## src/rtl/fc_pe4_feeder.sv

```systemverilog
// Sequencer feeding one 4-column FC systolic row: clear, skewed stream, drain, collect result.
// Optional drain watchdog enabled by defining FC_FEEDER_TIMEOUT_EN.
module fc_pe4_feeder #(
  parameter int unsigned LEN_W   = 8,
  parameter int unsigned TIMEOUT = 64
) (
  input  logic             clk,
  input  logic             rst,
  input  logic             start,
  input  logic [LEN_W-1:0] len,
  input  logic [31:0]      bias_in,
  output logic             busy,
  output logic             act_rd,
  output logic [LEN_W-1:0] act_addr,
  input  logic [7:0]       act_rdata,
  output logic             w_rd,
  output logic [LEN_W-1:0] w_addr,
  input  logic [31:0]      w_rdata,
  output logic             pe_clr_n,
  output logic [7:0]       pe_a,
  output logic             pe_fin,
  output logic [7:0]       pe_b1,
  output logic [7:0]       pe_b2,
  output logic [7:0]       pe_b3,
  output logic [7:0]       pe_b4,
  output logic [31:0]      pe_bias,
  input  logic [31:0]      pe_result,
  input  logic             pe_done,
  output logic [31:0]      result,
  output logic             result_valid,
  output logic             error
);

  typedef enum logic [2:0] {
    S_IDLE  = 3'd0,
    S_CLEAR = 3'd1,
    S_FEED  = 3'd2,
    S_DRAIN = 3'd3,
    S_DONE  = 3'd4
  } state_e;

  state_e           state_q, state_d;
  logic [LEN_W-1:0] len_q, len_d;
  logic [31:0]      pe_bias_q, pe_bias_d;
  logic [LEN_W-1:0] addr_q, addr_d;
  logic             rd_q, rd_d;
  logic             last_q, last_d;
  logic             rd_dly_q, rd_dly_d;
  logic             last_dly_q, last_dly_d;
  logic [7:0]       pe_a_q, pe_a_d;
  logic             pe_fin_q, pe_fin_d;
  logic [7:0]       pe_b1_q, pe_b1_d;
  logic [7:0]       b2_s1_q, b2_s1_d;
  logic [7:0]       pe_b2_q, pe_b2_d;
  logic [7:0]       b3_s1_q, b3_s1_d;
  logic [7:0]       b3_s2_q, b3_s2_d;
  logic [7:0]       pe_b3_q, pe_b3_d;
  logic [7:0]       b4_s1_q, b4_s1_d;
  logic [7:0]       b4_s2_q, b4_s2_d;
  logic [7:0]       b4_s3_q, b4_s3_d;
  logic [7:0]       pe_b4_q, pe_b4_d;
  logic             done_prev_q, done_prev_d;
  logic [31:0]      result_q, result_d;
  logic             result_valid_q, result_valid_d;
  logic             busy_q, busy_d;
  logic             pe_clr_n_q, pe_clr_n_d;
  logic             done_rise;

`ifdef FC_FEEDER_TIMEOUT_EN
  localparam int unsigned TO_W = (TIMEOUT > 2) ? $clog2(TIMEOUT) : 1;
  logic [TO_W-1:0] drain_cnt_q, drain_cnt_d;
  logic            error_q, error_d;
`else
  logic unused_timeout;
  assign unused_timeout = 1'(TIMEOUT % 2);
`endif

  assign done_rise = pe_done & ~done_prev_q;

  // Next-state, counters and the skew pipeline; the pipeline shifts every cycle and
  // carries zeros outside the valid window, so it drains on its own after FEED.
  always_comb begin
    state_d        = state_q;
    len_d          = len_q;
    pe_bias_d      = pe_bias_q;
    addr_d         = '0;
    rd_d           = 1'b0;
    last_d         = 1'b0;
    rd_dly_d       = rd_q;
    last_dly_d     = rd_q & last_q;
    pe_a_d         = rd_dly_q ? act_rdata : 8'h00;
    pe_fin_d       = rd_dly_q & last_dly_q;
    pe_b1_d        = rd_dly_q ? w_rdata[31:24] : 8'h00;
    b2_s1_d        = rd_dly_q ? w_rdata[23:16] : 8'h00;
    pe_b2_d        = b2_s1_q;
    b3_s1_d        = rd_dly_q ? w_rdata[15:8] : 8'h00;
    b3_s2_d        = b3_s1_q;
    pe_b3_d        = b3_s2_q;
    b4_s1_d        = rd_dly_q ? w_rdata[7:0] : 8'h00;
    b4_s2_d        = b4_s1_q;
    b4_s3_d        = b4_s2_q;
    pe_b4_d        = b4_s3_q;
    done_prev_d    = pe_done;
    result_d       = result_q;
    result_valid_d = 1'b0;
    busy_d         = 1'b0;
    pe_clr_n_d     = 1'b1;
`ifdef FC_FEEDER_TIMEOUT_EN
    drain_cnt_d    = '0;
    error_d        = 1'b0;
`endif

    case (state_q)
      S_IDLE: begin
        if (start && (len != '0)) begin
          state_d   = S_CLEAR;
          len_d     = len;
          pe_bias_d = bias_in;
        end
      end
      S_CLEAR: begin
        state_d = S_FEED;
        addr_d  = '0;
        rd_d    = 1'b1;
        last_d  = (len_q == LEN_W'(1));
      end
      S_FEED: begin
        if (addr_q == len_q - LEN_W'(1)) begin
          state_d = S_DRAIN;
        end else begin
          addr_d = addr_q + LEN_W'(1);
          rd_d   = 1'b1;
          last_d = (addr_d == len_q - LEN_W'(1));
        end
      end
      S_DRAIN: begin
        if (done_rise) begin
          state_d  = S_DONE;
          result_d = pe_result;
        end
`ifdef FC_FEEDER_TIMEOUT_EN
        else if (drain_cnt_q == TO_W'(TIMEOUT - 1)) begin
          state_d = S_IDLE;
          error_d = 1'b1;
        end else begin
          drain_cnt_d = drain_cnt_q + TO_W'(1);
        end
`endif
      end
      S_DONE: begin
        state_d = S_IDLE;
      end
      default: begin
        state_d = S_IDLE;
      end
    endcase

    // Control outputs are registered from the next state so they line up with it.
    result_valid_d = (state_d == S_DONE);
    busy_d         = (state_d != S_IDLE);
    pe_clr_n_d     = (state_d != S_CLEAR);
  end

  always_ff @(posedge clk) begin
    if (rst) begin
      state_q        <= S_IDLE;
      len_q          <= '0;
      pe_bias_q      <= '0;
      addr_q         <= '0;
      rd_q           <= 1'b0;
      last_q         <= 1'b0;
      rd_dly_q       <= 1'b0;
      last_dly_q     <= 1'b0;
      pe_a_q         <= '0;
      pe_fin_q       <= 1'b0;
      pe_b1_q        <= '0;
      b2_s1_q        <= '0;
      pe_b2_q        <= '0;
      b3_s1_q        <= '0;
      b3_s2_q        <= '0;
      pe_b3_q        <= '0;
      b4_s1_q        <= '0;
      b4_s2_q        <= '0;
      b4_s3_q        <= '0;
      pe_b4_q        <= '0;
      done_prev_q    <= 1'b0;
      result_q       <= '0;
      result_valid_q <= 1'b0;
      busy_q         <= 1'b0;
      pe_clr_n_q     <= 1'b0;
`ifdef FC_FEEDER_TIMEOUT_EN
      drain_cnt_q    <= '0;
      error_q        <= 1'b0;
`endif
    end else begin
      state_q        <= state_d;
      len_q          <= len_d;
      pe_bias_q      <= pe_bias_d;
      addr_q         <= addr_d;
      rd_q           <= rd_d;
      last_q         <= last_d;
      rd_dly_q       <= rd_dly_d;
      last_dly_q     <= last_dly_d;
      pe_a_q         <= pe_a_d;
      pe_fin_q       <= pe_fin_d;
      pe_b1_q        <= pe_b1_d;
      b2_s1_q        <= b2_s1_d;
      pe_b2_q        <= pe_b2_d;
      b3_s1_q        <= b3_s1_d;
      b3_s2_q        <= b3_s2_d;
      pe_b3_q        <= pe_b3_d;
      b4_s1_q        <= b4_s1_d;
      b4_s2_q        <= b4_s2_d;
      b4_s3_q        <= b4_s3_d;
      pe_b4_q        <= pe_b4_d;
      done_prev_q    <= done_prev_d;
      result_q       <= result_d;
      result_valid_q <= result_valid_d;
      busy_q         <= busy_d;
      pe_clr_n_q     <= pe_clr_n_d;
`ifdef FC_FEEDER_TIMEOUT_EN
      drain_cnt_q    <= drain_cnt_d;
      error_q        <= error_d;
`endif
    end
  end

  assign busy         = busy_q;
  assign act_rd       = rd_q;
  assign act_addr     = addr_q;
  assign w_rd         = rd_q;
  assign w_addr       = addr_q;
  assign pe_clr_n     = pe_clr_n_q;
  assign pe_a         = pe_a_q;
  assign pe_fin       = pe_fin_q;
  assign pe_b1        = pe_b1_q;
  assign pe_b2        = pe_b2_q;
  assign pe_b3        = pe_b3_q;
  assign pe_b4        = pe_b4_q;
  assign pe_bias      = pe_bias_q;
  assign result       = result_q;
  assign result_valid = result_valid_q;
`ifdef FC_FEEDER_TIMEOUT_EN
  assign error        = error_q;
`else
  assign error        = 1'b0;
`endif

endmodule

```

## config.mk

```make
export PLATFORM = sky130hd
export DESIGN_NAME = fc_pe4_feeder
export DESIGN_NICKNAME = d
export VERILOG_FILES = /design/src/rtl/fc_pe4_feeder.sv
export SDC_FILE = /design/constraint.sdc
export NUM_CORES = 1
export LEC_CHECK = 0
export CAP_MARGIN = 20
export CORE_ASPECT_RATIO = 1.75
export CORE_MARGIN = 3
export CORE_UTILIZATION = 43
export CTS_CLUSTER_SIZE = 12
export DETAILED_ROUTE_END_ITERATION = 10
export GPL_ROUTABILITY_DRIVEN = 0
export PLACE_DENSITY = 0.79
export SYNTH_ARGS = -nofsm -noshare
export SYNTH_HDL_FRONTEND = slang
export SYNTH_SLANG_ARGS = --single-unit
```

## constraint.sdc

```tcl
create_clock -name clk -period 2.83 [get_ports clk]
set_input_delay 0.7075 -clock clk [delete_from_list [all_inputs] [get_ports clk]]
set_output_delay 0.7075 -clock clk [all_outputs]
set_load 0.03 [all_outputs]
```

# ---- Yosys cells after proc, flatten, opt, wreduce, memory -nomap -nowiden
# Index checks and enable logic that the tools add are counted.
dict set report classes {
  reduce_logical 8
  n_eq_ne 8
  add_sub_neg 2
  shift 0
  bitwise_logic 6
  muxes 8
  magnitude_cmp 0
  div 0
  multipliers 0
}
# cell count
set op_table {}
lappend op_table {{8-bit equality test} 2}
lappend op_table {{3-bit one-hot mux with 4 select lines} 1}
lappend op_table {{3-bit 2-to-1 mux} 3}
lappend op_table {{8-bit by 1-bit adder with 8-bit output, second input constant} 1}
lappend op_table {{8-bit by 1-bit equality test with 1-bit output, second input constant} 1}
lappend op_table {{8-bit nonzero test} 1}
lappend op_table {{8-bit by 1-bit subtractor with 8-bit output, second input constant} 1}
lappend op_table {{3-bit by 2-bit equality test with 1-bit output, second input constant} 2}
lappend op_table {{1-bit one-hot mux with 2 select lines} 2}
lappend op_table {{2-bit AND reduction} 2}
lappend op_table {{1-bit bitwise AND} 3}
lappend op_table {{3-bit by 1-bit equality test with 1-bit output, second input constant} 1}
lappend op_table {{3-bit equality test, second input constant} 1}
lappend op_table {{3-bit zero test} 1}
lappend op_table {{3-bit by 1-bit != test with 1-bit output, second input constant} 1}
lappend op_table {{1-bit inverter} 3}
lappend op_table {{3-bit nonzero test} 1}
lappend op_table {{3-bit OR reduction} 1}
lappend op_table {{1-bit 2-to-1 mux} 2}
lappend op_table {{2-bit OR reduction} 1}
lappend op_table {{1-bit logical AND} 1}
dict set report totals {
  rom_bits 0
  ram_bits 0
  latchBits 0
  out_inout_bits 127
  register_bits 180
  in_bits 116
  mem_count 0
}

# ---- Depth between registers and ports, before layout
dict set report logic_depth {
  word_depth 5
  mapped_depth 8
}

# ---- Worst setup path before layout
# OpenSTA, ideal clock, no wires.
dict set report synth_timing {
  path_type {reg2reg}
  startpoint {register len_q[0]}
  endpoint {register addr_q[1] (netlist: act_addr[1])}
  synth_period_minus_slack_ns 2.105
  arrival_ns 1.965
  path_buffers 1
  stages_incl_launch_ff 9
  setup_slack_ns 0.725
  path_cell_list {dfxtp_1 -> inv_1 -> ha_1 -> clkbuf_1 -> o21bai_1 -> a211oi_1 -> a2111oi_2 -> nor4_4 -> nor3b_1}
}
dict set report synth_via {
  elab_chain_cells 3
}
# element line_no
set synth_lines {}
lappend synth_lines {{from (decl)} 43} ;# logic [LEN_W-1:0] len_q, len_d;
lappend synth_lines {{from (signal assigned)} 197} ;# len_q <= len_d;
lappend synth_lines {{8-bit by 1-bit subtractor with 8-bit output} 128} ;# if (addr_q == len_q - LEN_W'(1)) begin
lappend synth_lines {{8-bit equality test} 128}
lappend synth_lines {{3-bit OR reduction (no source line)} -}
lappend synth_lines {{to (signal assigned)} 199} ;# addr_q <= addr_d;
lappend synth_lines {{to (decl)} 45} ;# logic [LEN_W-1:0] addr_q, addr_d;
# Every way passes these cells.
# A chain may end at the register's enable or synchronous reset.

# ---- Worst setup path after layout
dict set report layout_timing {
  startpoint {register len_q[0]}
  endpoint {register addr_q[4] (netlist: act_addr[4])}
}
# The elaborated chain is that of the path after synthesis.

==> impl_metrics.env <==
export IMPL_powerDensity_mw_per_mm2=617
export IMPL_cts_sinks=180
export IMPL_finalCritPeriodShare=0.845
export IMPL_cts_resized=0
export IMPL_grt_ovfl_total=0
export IMPL_layout_drive_gt1_share=0.0600
export IMPL_multi_input_area_mm2=0.00228
export IMPL_core_area_mm2=0.0139
export IMPL_fin_skew_ns=0.0156
export IMPL_ctsHoldBuffers=0
export IMPL_register_area_mm2=0.00360
export IMPL_vias=5078
export IMPL_hold_depth=1
export IMPL_grt_max_degree=77
export IMPL_cts_setup_buffers=0
export IMPL_crit_start="len_q[0]"
export IMPL_drv_cap=0
export IMPL_cts_buffer_depth=2
export IMPL_cp_slowest_cell="nor4_4"
export IMPL_dieWidth_um=96.3
export IMPL_dpl_worst_slack_ns=0.447
export IMPL_fin_tns_setup_ns=0
export IMPL_clkSlewWorstSetupHoldPaths_ns=0.07
export IMPL_ys_warn_count=0
export IMPL_p_leak_nw=3.44
export IMPL_r2r_cells=7
export IMPL_stdcell_area_mm2=0.00924
export IMPL_dp_hpwl_um=11600
export IMPL_r2r_setup_slack_ns=0.44
export IMPL_placed_cells=1028
export IMPL_die_area_mm2=0.0158
export IMPL_fmax_mhz=418
export IMPL_rsz0062_at_grt="no"
export IMPL_synth_seq_area_share=0.588
export IMPL_total_power_mw=5.70
export IMPL_drt_iter0_markers=186
export IMPL_wl_um=16100
export IMPL_setup_viol=0
export IMPL_mappedNetlistArea_mm2=0.00613
export IMPL_cts_made_buffers=17
export IMPL_slew_viol_final=0
export IMPL_root_buffer="clkbuf_16"
export IMPL_via_per_inst=4.79
export IMPL_path_buf_inv=1
export IMPL_wire_per_inst_um=15.2
export IMPL_synth_seq_cells=180
export IMPL_place_area_mm2=0.00861
export IMPL_r2r_end="act_addr[4]"
export IMPL_antenna_found_initial=0
export IMPL_async_flop_share=0
export IMPL_drcViolationCount=0
export IMPL_io_pins=243
export IMPL_syn_inst=651
export IMPL_hold_path_end="b4_s3_q[2]"
export IMPL_floorplan_rows=57
export IMPL_track_usage=0.209
export IMPL_path_class="register to register"
export IMPL_fin_cells=1061
export IMPL_synth_flop_cell="dfxtp_1"
export IMPL_worstHoldStart="b4_s2_q[2]"
export IMPL_crit_arrival_ns=2.66
export IMPL_period_minus_slack_ns=2.39
export IMPL_cp_num_cells=7
export IMPL_clk_latency_ns=0.42
export IMPL_antenna_left=0
export IMPL_dr_pass1_iters=4
export IMPL_htree_levels=4
export IMPL_crit_required_ns=3.10
export IMPL_synthesis_nets=770
export IMPL_cts_tree="yes"
export IMPL_postSynthAreaPerCell_um2=9.42
export IMPL_ys_types=51
export IMPL_tightestPinTransition_ns=0.811
export IMPL_synth_edf_count=0
export IMPL_syn_to_final_growth_pct=50.7
export IMPL_timing_rr_start="len_q[0]"
export IMPL_grt_pass1_vias=4798
export IMPL_postLayoutCoreUtil=0.665
export IMPL_status="completed"
export IMPL_ir_drop_mv=0.365
export IMPL_cpLargestDelayFamily="simple AND/OR/NAND/NOR gates"
export IMPL_crit_fanout=10
export IMPL_crit_path_end_kind="register"
export IMPL_holdWs_ns=0.432
export IMPL_die_y_um=164
export IMPL_nNetsFinal=989
export IMPL_cp_slowest_stage_delay_ns=0.66
export IMPL_grt_pass1_wl_um=25000
export IMPL_slew_headroom=0.459
export IMPL_initial_utilization=0.441
export IMPL_cp_start_kind="register"
export IMPL_fillers=1149
export IMPL_hold_violations=0
export IMPL_portBuffers=241
export IMPL_cp_cell_sequence="inv_1, ha_1, o21bai_1, a211oi_1, a2111oi_2, nor4_4, nor3_1"
export IMPL_hold_class="register to register"
export IMPL_final_critical_path_setup_slack_ns=0.437
power breakdown:
| part | total (mW) | leakage [nW] | internal, mW | switching [mW] |
|---|---|---|---|---|
| clock | 2.41 | 0.300 | 1.29 | 1.12 |
| sequential | 2.64 | 1.46 | 2.60 | 0.0438 |
| combinational | 0.650 | 1.68 | 0.330 | 0.321 |
layout make-up:
type | count | area share
Clock buffer | 17 | 0.0460
Antenna cell | 1 | 0.000271
Sequential cell | 180 | 0.390
Timing Repair Buffer | 250 | 0.269
Tap cell | 177 | 0.0240
Multi-Input combinational cell | 416 | 0.247
Clock inverter | 15 | 0.0218
Inverter | 5 | 0.00203
state kept, by name (all words and copies together), names as in the netlist, 3 cells and up:
| register | count |
|---|---|
| result | 32 |
| b4_s1_q | 8 |
| pe_b3 | 8 |
| pe_b1 | 8 |
| b3_s2_q | 8 |
| state_q | 3 |
| len_q | 8 |
| b4_s2_q | 8 |
| pe_bias | 32 |
| b3_s1_q | 8 |
| b4_s3_q | 8 |
| b2_s1_q | 8 |
| act_addr | 8 |
| pe_b2 | 8 |
| pe_b4 | 8 |
| pe_a | 8 |
layer usage:
| metal | GRT usage | share of wire | vias to the layer above |
|---|---|---|---|
| li1 | - | - | 2538 |
| met3 | 0.0637 | 0.059 | 35 |
| met1 | 0.222 | 0.36 | 2336 |
| met2 | 0.362 | 0.55 | 169 |
| met4 | 0.109 | 0.037 | 0 |
| met5 | 0 | 0 | - |
cells in the mapped netlist, drive strengths merged (2+ instances only):
| library cell | count | area (um^2) |
|---|---|---|
| a31oi | 2 | 12.5 |
| a211oi | 3 | 22.5 |
| clkbuf | 34 | 128 |
| a22oi | 2 | 15.0 |
| nor3 | 13 | 70.1 |
| o21bai | 2 | 15.0 |
| nand2 | 150 | 563 |
| or4 | 2 | 18.8 |
| and4 | 2 | 17.5 |
| nand3 | 2 | 10.0 |
| and2 | 45 | 282 |
| ha | 3 | 37.5 |
| nand3b | 2 | 15.0 |
| xnor3 | 2 | 45.0 |
| or3 | 2 | 12.5 |
| nand4 | 2 | 12.5 |
| nor4 | 4 | 40.0 |
| nor2b | 52 | 325 |
| xor2 | 5 | 43.8 |
| dfxtp | 180 | 3600 |
| buf | 16 | 110 |
| nor3b | 2 | 15.0 |
| o21ai | 5 | 25.0 |
| inv | 5 | 18.8 |
| xnor2 | 11 | 96.3 |
| nor2 | 11 | 41.3 |
| and3b | 2 | 17.5 |
| a21oi | 73 | 365 |
| o21a | 2 | 15.0 |
logic make-up (layout without fill, tap and decap cells):
kind of cell,count (synthesis),in the layout,synth area share
other,1,2,0.000611
and+or+nand+nor,296,296,0.242
xor gates and xnor gates,18,18,0.0302
AOI/OAI and AO/OA,98,98,0.0920
adders and majority gates,3,3,0.00612
DFF,180,180,0.588
buffers and inverters,55,287,0.0418
worst max path at each step:
| stage | slack, ns | endpoint |
|---|---|---|
| floorplan | 0.72 | act_addr[1] |
| global placement | 0.55 | pe_bias[8] |
| detailed placement | 0.45 | act_addr[4] |
| CTS | 0.40 | w_addr[2] |
| global route | 0.24 | act_addr[4] |
| finish | 0.44 | act_addr[4] |
placed cells by master (no fill, tap or decap), types with 2 or more instances in the layout:
cell / count
clkdlybuf4s50_1: 240
dfxtp_1: 180
nand2_1: 150
a21oi_1: 73
nor2b_1: 51
and2_1: 45
clkbuf_16: 17
nor2_1: 11
xnor2_1: 11
nor3_1: 11
buf_4: 9
inv_1: 5
xor2_1: 5
clkinv_8: 5
o21ai_0: 4
inv_6: 4
nor4_1: 3
a211oi_1: 3
ha_1: 3
nor3_2: 2
nand3b_1: 2
o21bai_1: 2
and4_1: 2
nor3b_1: 2
and3b_1: 2
a31oi_1: 2
o21a_1: 2
nand4_1: 2
xnor3_1: 2
a22oi_1: 2
nand3_1: 2
or3_1: 2
inv_8: 2
(Power assumes the default switching activity.)
